File: src/rtl/tlc_rightofway_sched.sv
// Right-of-way scheduler: farm/ped/emergency arbitration for the shared green phase.
// Latency: outputs are registered and change on the edge after the deciding input is sampled.
// Backpressure: none. Requests latch until served; TLC_GAP_EXTEND_EN enables farm-green gap extension.
module tlc_rightofway_sched #(
  parameter int TW        = 8,
  parameter int H_MIN_G   = 20,
  parameter int Y_TIME    = 6,
  parameter int AR_TIME   = 2,
  parameter int F_GREEN   = 20,
`ifdef TLC_GAP_EXTEND_EN
  parameter int F_EXT     = 10,
`endif
  parameter int WALK_TIME = 10
) (
  input  logic       clk,
  input  logic       rst,
  input  logic       farmSensor,
  input  logic       ped_btn,
  input  logic       emerg,
  output logic [1:0] h_s,
  output logic [1:0] f_s,
  output logic       walk,
  output logic       emerg_ack,
  output logic [2:0] state,
  output logic       farm_pend,
  output logic       ped_pend
);

  typedef enum logic [2:0] {
    HG  = 3'd0,
    HY  = 3'd1,
    AR1 = 3'd2,
    FG  = 3'd3,
    FY  = 3'd4,
    AR2 = 3'd5
  } phase_t;

  localparam logic [TW-1:0] H_LAST   = TW'(H_MIN_G - 1);
  localparam logic [TW-1:0] Y_LAST   = TW'(Y_TIME - 1);
  localparam logic [TW-1:0] AR_LAST  = TW'(AR_TIME - 1);
  localparam logic [TW-1:0] F_LAST   = TW'(F_GREEN - 1);
  localparam logic [TW-1:0] WALK_END = TW'(WALK_TIME);
  localparam logic [TW-1:0] T_MAX    = {TW{1'b1}};
`ifdef TLC_GAP_EXTEND_EN
  localparam logic [TW-1:0] X_LAST   = TW'(F_GREEN + F_EXT - 1);
`endif

  phase_t        cur, nxt;
  logic [TW-1:0] timer, timer_nxt;
  logic          farm_nxt, ped_nxt;
  logic          walk_flag, walk_flag_nxt;
  logic          fg_entry, fg_exit;

  function automatic logic [1:0] lamp_h(input phase_t p);
    case (p)
      HG:      lamp_h = 2'b10;
      HY:      lamp_h = 2'b01;
      default: lamp_h = 2'b00;
    endcase
  endfunction

  function automatic logic [1:0] lamp_f(input phase_t p);
    case (p)
      FG:      lamp_f = 2'b10;
      FY:      lamp_f = 2'b01;
      default: lamp_f = 2'b00;
    endcase
  endfunction

  always_comb begin
    nxt = cur;
    case (cur)
      HG:  if (timer >= H_LAST && (farm_pend || ped_pend) && !emerg) nxt = HY;
      HY:  if (timer == Y_LAST) nxt = AR1;
      AR1: if (timer == AR_LAST) nxt = emerg ? HG : FG;
      FG: begin
`ifdef TLC_GAP_EXTEND_EN
        // Hold green while vehicles keep arriving, capped at F_GREEN+F_EXT.
        if (emerg || (timer >= F_LAST && !farmSensor) || timer == X_LAST) nxt = FY;
`else
        if (emerg || timer == F_LAST) nxt = FY;
`endif
      end
      FY:  if (timer == Y_LAST) nxt = AR2;
      AR2: if (timer == AR_LAST) nxt = HG;
      default: nxt = HG;
    endcase
  end

  always_comb begin
    fg_entry  = (nxt == FG) && (cur != FG);
    fg_exit   = (cur == FG) && (nxt != FG);
    timer_nxt = (nxt != cur) ? '0 : ((timer == T_MAX) ? timer : timer + TW'(1));

    // FG entry clear beats any same-cycle set; an emergency cut re-arms the farm request.
    if (fg_entry)                farm_nxt = 1'b0;
    else if (cur == FG && emerg) farm_nxt = 1'b1;
    else                         farm_nxt = farm_pend | (farmSensor && cur != FG);

    ped_nxt = fg_entry ? 1'b0 : (ped_pend | (ped_btn && !walk));

    if (fg_entry)     walk_flag_nxt = ped_pend;
    else if (fg_exit) walk_flag_nxt = 1'b0;
    else              walk_flag_nxt = walk_flag;
  end

  always_ff @(posedge clk or negedge rst) begin
    if (!rst) begin
      cur       <= HG;
      timer     <= '0;
      farm_pend <= 1'b0;
      ped_pend  <= 1'b0;
      walk_flag <= 1'b0;
      h_s       <= 2'b10;
      f_s       <= 2'b00;
      walk      <= 1'b0;
      emerg_ack <= 1'b0;
    end else begin
      cur       <= nxt;
      timer     <= timer_nxt;
      farm_pend <= farm_nxt;
      ped_pend  <= ped_nxt;
      walk_flag <= walk_flag_nxt;
      h_s       <= lamp_h(nxt);
      f_s       <= lamp_f(nxt);
      walk      <= (nxt == FG) && walk_flag_nxt && (timer_nxt < WALK_END);
      emerg_ack <= (nxt == HG) && emerg;
    end
  end

  assign state = cur;

endmodule

File: config.mk
export PLATFORM = sky130hd
export DESIGN_NAME = tlc_rightofway_sched
export DESIGN_NICKNAME = d
export VERILOG_FILES = /design/src/rtl/tlc_rightofway_sched.sv
export SDC_FILE = /design/constraint.sdc
export NUM_CORES = 1
export LEC_CHECK = 0
export ABC_CLOCK_PERIOD_IN_PS = 3250
export BUFFER_PORTS_ARGS = -buffer_cell sky130_fd_sc_hd__buf_2
export CORE_MARGIN = 10
export CORE_UTILIZATION = 35
export CTS_CLUSTER_SIZE = 14
export DETAILED_ROUTE_END_ITERATION = 8
export PLACE_DENSITY = 0.54
export SLEW_MARGIN = 20
export SYNTH_ARGS = -nofsm -noshare
export SYNTH_HDL_FRONTEND = slang
export SYNTH_SLANG_ARGS = --single-unit
File: constraint.sdc
create_clock -name clk -period 3.25 [get_ports clk]
set_clock_uncertainty 0.05 [all_clocks]
set_input_delay 0.1625 -clock clk [delete_from_list [all_inputs] [get_ports clk]]
set_output_delay 0.1625 -clock clk [all_outputs]
set_load 0.01 [all_outputs]
==> flow_summary.toml, run 1 <==
[outcome]
status = "finished clean"

[floorplanning]
die_h_um = 78.09
core_area_um2 = 3311
initial_core_util = 0.3568
die-width_um = 78.09
dieArea_um2 = 6098
ios = 16
row_count = 21

[critical_path]
critPathSlowestCell = "dfrtp_1"
cp-start-kind = "flop"
critPathRequiredTime_ns = 3.44
crit_type = "reg2reg"
worstPathArrival_ns = 2.39
crit_chain = "ha_1, o31a_1, nor4_1, o2bb2ai_2, or3_4, nor3_2"
worstPathMaxFanout = 8
cpPeakStageDelay_ns = 0.46
critPathCaptureType = "flop"

[cells_and_area]
final_common_cell = "dfrtp_1"
drive_gt1_frac = 0.2086
fillerInstances = 339
final_cell_mix = "19 x dfrtp_1, 15 x buf_2, 12 x nor2_1"
nets = 147
post-route-util = 0.4006
diodes = 0
area_delta_synth_final_pct = 12.29

[sta]
finalSetupViolCount = 0
rsz0062_at_grt = "false"
max-slew-margin-rel = 0.6771
worstMarginPinSlew_ns = 0.4843
final_max_slew_viol_count = 0
fmax_mhz = 454.2
timing.final.crit_share = 0.6774
fin_tns_setup_ns = 0
hold_slack_ns = 0.03502
final_hold_viol_count = 0
setup_slack_ns = 1.048
period_minus_slack_ns = 2.202

[place]
gp_congestion = 0.8480
dp_slack_ns = 1.093
portBuffers = 15
place.detailed.hpwl_mm = 1.990

[min_path]
min_path_type = "in2reg"

[logic_synthesis]
ys_dominant_reg_cell = "dfrtp_1"
yosysWarnings = 0
syn_area_um2 = 1181
synth_nets = 133
synth-edff-count = 0
syn-instance-count = 126
synth.distinct_cells = 43
synthArstFlopShare = 1.000
ys_seq_area_frac = 0.4248
synth_seq_cells = 20
postSynthAreaPerCell_um2 = 9.374

[detailed_routing]
drtAntennaViolNets = 0
drt_pass1_iterations = 4
drcViolationCount = 0
via_count = 1038
wire_per_inst_um = 14.66
drtIter0Drc = 105
drt_wl_total_mm = 2.712
viasPerCell = 5.611

[global_route]
grt_pass1_wl_mm = 4.595
grt_pass1_vias = 973
antenna_found_initial = 0
overflow = 0
grt_max_degree = 21
grt_usage = 0.08993

[clock_tree]
cts_root_buffer = "clkbuf_4"
cts_buffers = 3
htreeDepth = 1
clkTransAtPathRegs_ns = 0.12
clock_sinks = 20
ctsLongestPathBuffers = 2
cts_tree = "done"
clkLatencyLatePin_ns = 0.31

[pwr]
vdd_drop_max_mv = 0.4346
p_leak_nw = 0.6053
cellPowerDensity_nw_per_um2 = 830.4
p_total_mw = 1.101

[flow_run]
drv_cap = 0
-- worst max-delay path, delay by kind of cell, from the launching register on --
kind | cells | cell delay, ns
compound gates | 2 | 0.40
fa+ha+maj | 1 | 0.32
flops | 1 | 0.46
simple gates | 3 | 0.90
-- flip-flops by register name, summed over array words and instances (netlist names) --
signal and flops:
farm_pend 1, f_s 2, h_s 2, emerg_ack 1, walk 1, walk_flag 1
state 3, timer 8, ped_pend 1
-- what timing repair did --
| action | 4_1_cts | 5_1_grt |
|---|---|---|
| hold endpoints to repair | 19 | 0 |
| hold buffers | 1 | 0 |
| buffers inserted | 0 | 0 |
| gates resized for setup | 0 | 0 |
-- per-layer routing --
layer	global-route usage	routed length (um)
met1	0.1103	1137
met4	0.02330	48
met3	0.03759	207
met5	0	0
met2	0.1423	1318
-- where the power goes --
part | internal (mW) | leakage (nW) | switching [mW]
Combinational | 0.229 | 0.328 | 0.276
Sequential | 0.324 | 0.256 | 0.122
Clock | 0.0684 | 0.0210 | 0.0819
-- per-stage QoR --
step / std cells / cell area (um2)
3_3_place_gp: 180 / 1280
6_report: 185 / 1326
5_1_grt: 185 / 1326
2_1_floorplan: 126 / 1181
4_1_cts: 185 / 1326
3_5_place_dp: 180 / 1280
-- cell usage after synthesis (2+ instances only) --
cell / count / area, um2
nor4_1: 2 / 12.51
o21ai_0: 2 / 10.01
nand2b_1: 2 / 12.51
nor2_1: 12 / 45.04
a21oi_1: 9 / 45.04
nand3_1: 5 / 25.02
nand2_1: 8 / 30.03
nand4_1: 2 / 12.51
and3_1: 4 / 25.02
nor2b_1: 2 / 12.51
a31oi_1: 4 / 25.02
mux2i_1: 3 / 30.03
nor3b_1: 5 / 37.54
xnor2_1: 2 / 17.52
dfrtp_1: 19 / 475.5
inv_1: 8 / 30.03
a311oi_1: 4 / 35.03
ha_1: 2 / 25.02
o31ai_1: 2 / 15.01
nor3_1: 2 / 10.01
clkbuf_1: 5 / 18.77
-- cell type report --
cell class                      count  area [um2]  share of cell area
Multi-Input combinational cell     91       615.6              0.4642
Sequential cell                    20       501.7              0.3783
Timing Repair Buffer               16       85.08             0.06415
Tap cell                           46       57.56             0.04340
Clock buffer                        4       36.28             0.02736
Inverter                            8       30.03             0.02264
-- kinds of logic (layout without fill, tap and decap cells) --
family,Yosys count,in the layout,share of synthesized area
flip-flops,20,20,0.4248
AND/OR/NAND/NOR,51,51,0.2563
adder cells (fa/ha/maj),2,2,0.02118
buffers and inverters,15,28,0.05402
multiplexers,3,3,0.02542
AO/OA/AOI/OAI,33,33,0.2034
XOR/XNOR,2,2,0.01483
-- path summary, 6_finish.rpt --
check | from | to | slack (ns) | cells past startpoint
min in group asynchronous | rst | state[2] | 0.27 | 2
setup / recovery | timer[0] | h_s[1] | 1.05 | 6
hold / removal | ped_btn | ped_pend | 0.04 | 3
hold reg to reg | farm_pend | farm_pend | 0.49 | 2
setup reg to reg | timer[0] | h_s[1] | 1.05 | 6
max in group asynchronous | rst | h_s[1] | 2.55 | 2
(Power assumes the default switching activity.)
==> run 2: changes to the inputs <==
--- a/config.mk
+++ b/config.mk
@@ -5,13 +5,14 @@
 export SDC_FILE = /design/constraint.sdc
 export NUM_CORES = 1
 export LEC_CHECK = 0
-export ABC_CLOCK_PERIOD_IN_PS = 3250
+export ABC_AREA = 1
+export ABC_CLOCK_PERIOD_IN_PS = 1800
 export BUFFER_PORTS_ARGS = -buffer_cell sky130_fd_sc_hd__buf_2
 export CORE_MARGIN = 10
 export CORE_UTILIZATION = 35
 export CTS_CLUSTER_SIZE = 14
 export DETAILED_ROUTE_END_ITERATION = 8
-export PLACE_DENSITY = 0.54
+export PLACE_DENSITY = 0.56
 export SLEW_MARGIN = 20
 export SYNTH_ARGS = -nofsm -noshare
 export SYNTH_HDL_FRONTEND = slang
==> constraint.sdc (replaced) <==
create_clock -name clk -period 1.8 [get_ports clk]
set_clock_uncertainty 0.05 [all_clocks]
set_input_delay 0.09 -clock clk [delete_from_list [all_inputs] [get_ports clk]]
set_output_delay 0.09 -clock clk [all_outputs]
set_load 0.01 [all_outputs]
==> run 2 against run 1 <==
The flow now finishes with violations (setup timing). Count of clock-buffer cells in the layout fell by 1. Area after synthesis increased by 6.6%. Global-route usage up 1.4 points. Flip-flop and latch count did not move. Worst hold slack lost 0.0081 ns. First-iteration DRC count shrank 49%. Critical path type unchanged. Highest routed layer unchanged.
==> flow_summary.toml, run 2 <==
[cells_and_area]
largest_register = "timer"
diodes = 0
drive_gt1_frac = 0.5167
fillerInstances = 345
final_cell_mix = "25 x inv_1, 25 x buf_4, 17 x nand2_1"
post-route-util = 0.5249
area_delta_synth_final_pct = 42.45
nets = 217
largest_register_ffs = 8

[logic_synthesis]
synth_top_area_frac = 0.3777
synth_common_cells = "28 x inv_1, 26 x nand2_1, 19 x dfrtp_1, 14 x nor2_1"
synth_nets = 169
syn-instance-count = 162
syn_area_um2 = 1259
synth_top_cell_by_area = "dfrtp_1"
synth.distinct_cells = 26
synth-edff-count = 0
yosysWarnings = 0
postSynthAreaPerCell_um2 = 7.770
synthArstFlopShare = 1.000
synth_seq_cells = 20
synth.area.top_cells = "dfrtp_1 38%, inv_1 8.3%, nand2_1 7.8%"
ys_seq_area_frac = 0.3986
ys_dominant_reg_cell = "dfrtp_1"
yosysMostFrequentCell = "inv_1"

[min_path]
whs_path_depth = 3
min_path_type = "in2reg"

[critical_path]
rr_worst_depth = 12
critPathBufInv = 2
cpPeakStageDelay_ns = 0.44
cp-start-kind = "flop"
cp.depth = 12
crit_chain = "nor2_2, nand2_1, o21ai_2, inv_1, nor2_4, nand3_4, nand2_4, nand2_4, inv_2, nand2_2, nor2_2, nor2_1"
worstPathMaxFanout = 4
cpLargestDelayFamily = "simple AND/OR/NAND/NOR gates"
critPathCaptureType = "flop"
worstPathArrival_ns = 2.08
crit_type = "reg2reg"
critPathSlowestCell = "dfrtp_1"
critPathRequiredTime_ns = 1.96

[clock_tree]
cts_tree = "done"
clock_sinks = 20
ctsLongestPathBuffers = 2
cts_buffers = 3
clkLatencyLatePin_ns = 0.31
cts_root_buffer = "clkbuf_4"
clkTransAtPathRegs_ns = 0.12
htreeDepth = 1

[global_route]
antenna_found_initial = 0
grt_usage = 0.1037
grt_pass1_wl_mm = 5.464
overflow = 0
grt_pass1_vias = 1242
grt_max_degree = 21

[floorplanning]
die-width_um = 79.97
initial_core_util = 0.3685
core_area_um2 = 3416
row_count = 21
die_h_um = 79.97
ios = 16
dieArea_um2 = 6395

[pwr]
vdd_drop_max_mv = 0.7419
p_leak_nw = 0.9561
cellPowerDensity_nw_per_um2 = 1512
p_total_mw = 2.712

[detailed_routing]
drcViolationCount = 0
drt_wl_total_mm = 3.084
drtIter0Drc = 54
viasPerCell = 4.576
drt_pass1_iterations = 4
wire_per_inst_um = 12.09
via_count = 1167
drtAntennaViolNets = 0

[sta]
worstMarginPinSlew_ns = 0.4697
period_minus_slack_ns = 1.915
rsz0062_at_grt = "true"
setup_slack_ns = -0.1146
fmax_mhz = 522.3
final_hold_viol_count = 0
final_max_slew_viol_count = 0
max-slew-margin-rel = 0.6869
finalSetupViolCount = 5
timing.final.crit_share = 1.064

[place]
place.detailed.hpwl_mm = 2.271
gp_congestion = 0.8602
portBuffers = 15

[flow_run]
drv_cap = 0

[outcome]
status = "finished with violations"
violations = "setup timing"
-- run 2: cell types whose count changed in the layout (fill, tap and decap cells not counted), sizes merged, moves of 4 or more --
cell | before | now
or2 | 0 | 4
and3 | 4 | 0
nor3 | 3 | 9
nor2 | 12 | 26
buf | 15 | 42
a31oi | 4 | 0
nor3b | 5 | 0
o21ai | 4 | 14
a21oi | 9 | 2
inv | 8 | 32
a311oi | 4 | 0
nand3 | 6 | 16
nand2 | 8 | 30
-- run 2: worst reg2reg max path, cell delays in order, from the launching register on --
cell     delay [ns]
dfrtp_1        0.44
nor2_2         0.22
nand2_1        0.13
o21ai_2        0.17
inv_1          0.11
nor2_4         0.11
nand3_4        0.10
nand2_4        0.10
nand2_4        0.08
inv_2          0.07
nand2_2        0.06
nor2_2         0.13
nor2_1         0.06
-- run 2: final cells by class --
type / count / area [um2] / share of cell area
repair buffers: 43 / 295.3 / 0.1647
clock buffers: 3 / 22.52 / 0.01256
flip-flops and latches: 20 / 505.5 / 0.2819
multi-input cells: 108 / 750.7 / 0.4187
inverters: 34 / 131.4 / 0.07327
clock inverters: 1 / 30.03 / 0.01675
well taps: 46 / 57.56 / 0.03210
-- run 2: what timing repair did --
item                                    CTS  global route
pin swaps                                 9            14
resized for setup                        15            26
hold buffers                              1             0
endpoints found under the setup margin   11            14
setup buffers                             6             3
endpoints found under the hold margin    19             0
-- run 2: power breakdown --
group | internal [mW] | switching [mW] | total (mW)
combinational | 0.725 | 0.883 | 1.61
clock | 0.225 | 0.154 | 0.379
sequential | 0.602 | 0.123 | 0.725
total | 1.55 | 1.16 | 2.71
-- run 2: metal layers --
metal  part of all wire  vias to the layer above  GRT usage
met5                  0                        -          0
met4             0.0058                        0    0.03345
met3              0.044                        2    0.02703
met2               0.52                       14     0.1790
met1               0.43                      556     0.1211
li1                   -                      595          -
-- run 2: logic make-up (layout without fill, tap and decap cells) --
family,after synthesis,after routing,synth area share
multiplexers,1,1,0.007953
adder cells (fa/ha/maj),2,2,0.01988
buffers and inverters,34,81,0.1024
XOR/XNOR,3,3,0.02088
flip-flops,20,20,0.3986
AND/OR/NAND/NOR,85,85,0.3777
AO/OA/AOI/OAI,17,17,0.07257
-- run 2: path summary, 6_finish.rpt --
path / from / endpoint / slack (ns)
setup / recovery: timer[3] / walk / -0.11
hold / removal: emerg / emerg_ack / 0.03
setup reg to reg: timer[3] / walk / -0.11
hold reg to reg: farm_pend / farm_pend / 0.50
max in group asynchronous: rst / h_s[1] / 1.15
min in group asynchronous: rst / h_s[0] / 0.20
-- run 2: per-stage QoR --
| stage | cell area [um2] | instances | hold WS [ns] | setup TNS, ns | worst slack [ns] |
|---|---|---|---|---|---|
| after floorplan | 1259 | 162 | -0.2556 | 0 | 0.06092 |
| after global placement | 1526 | 241 | 0.01901 | -0.2137 | -0.1536 |
| after detailed placement | 1526 | 241 | 0.02663 | -0.3000 | -0.1645 |
| after CTS | 1678 | 252 | 0.01219 | -0.09561 | -0.05711 |
| after global routing | 1793 | 255 | 0.04210 | -1.449 | -0.2176 |
| final | 1793 | 255 | 0.02692 | -0.2780 | -0.1146 |
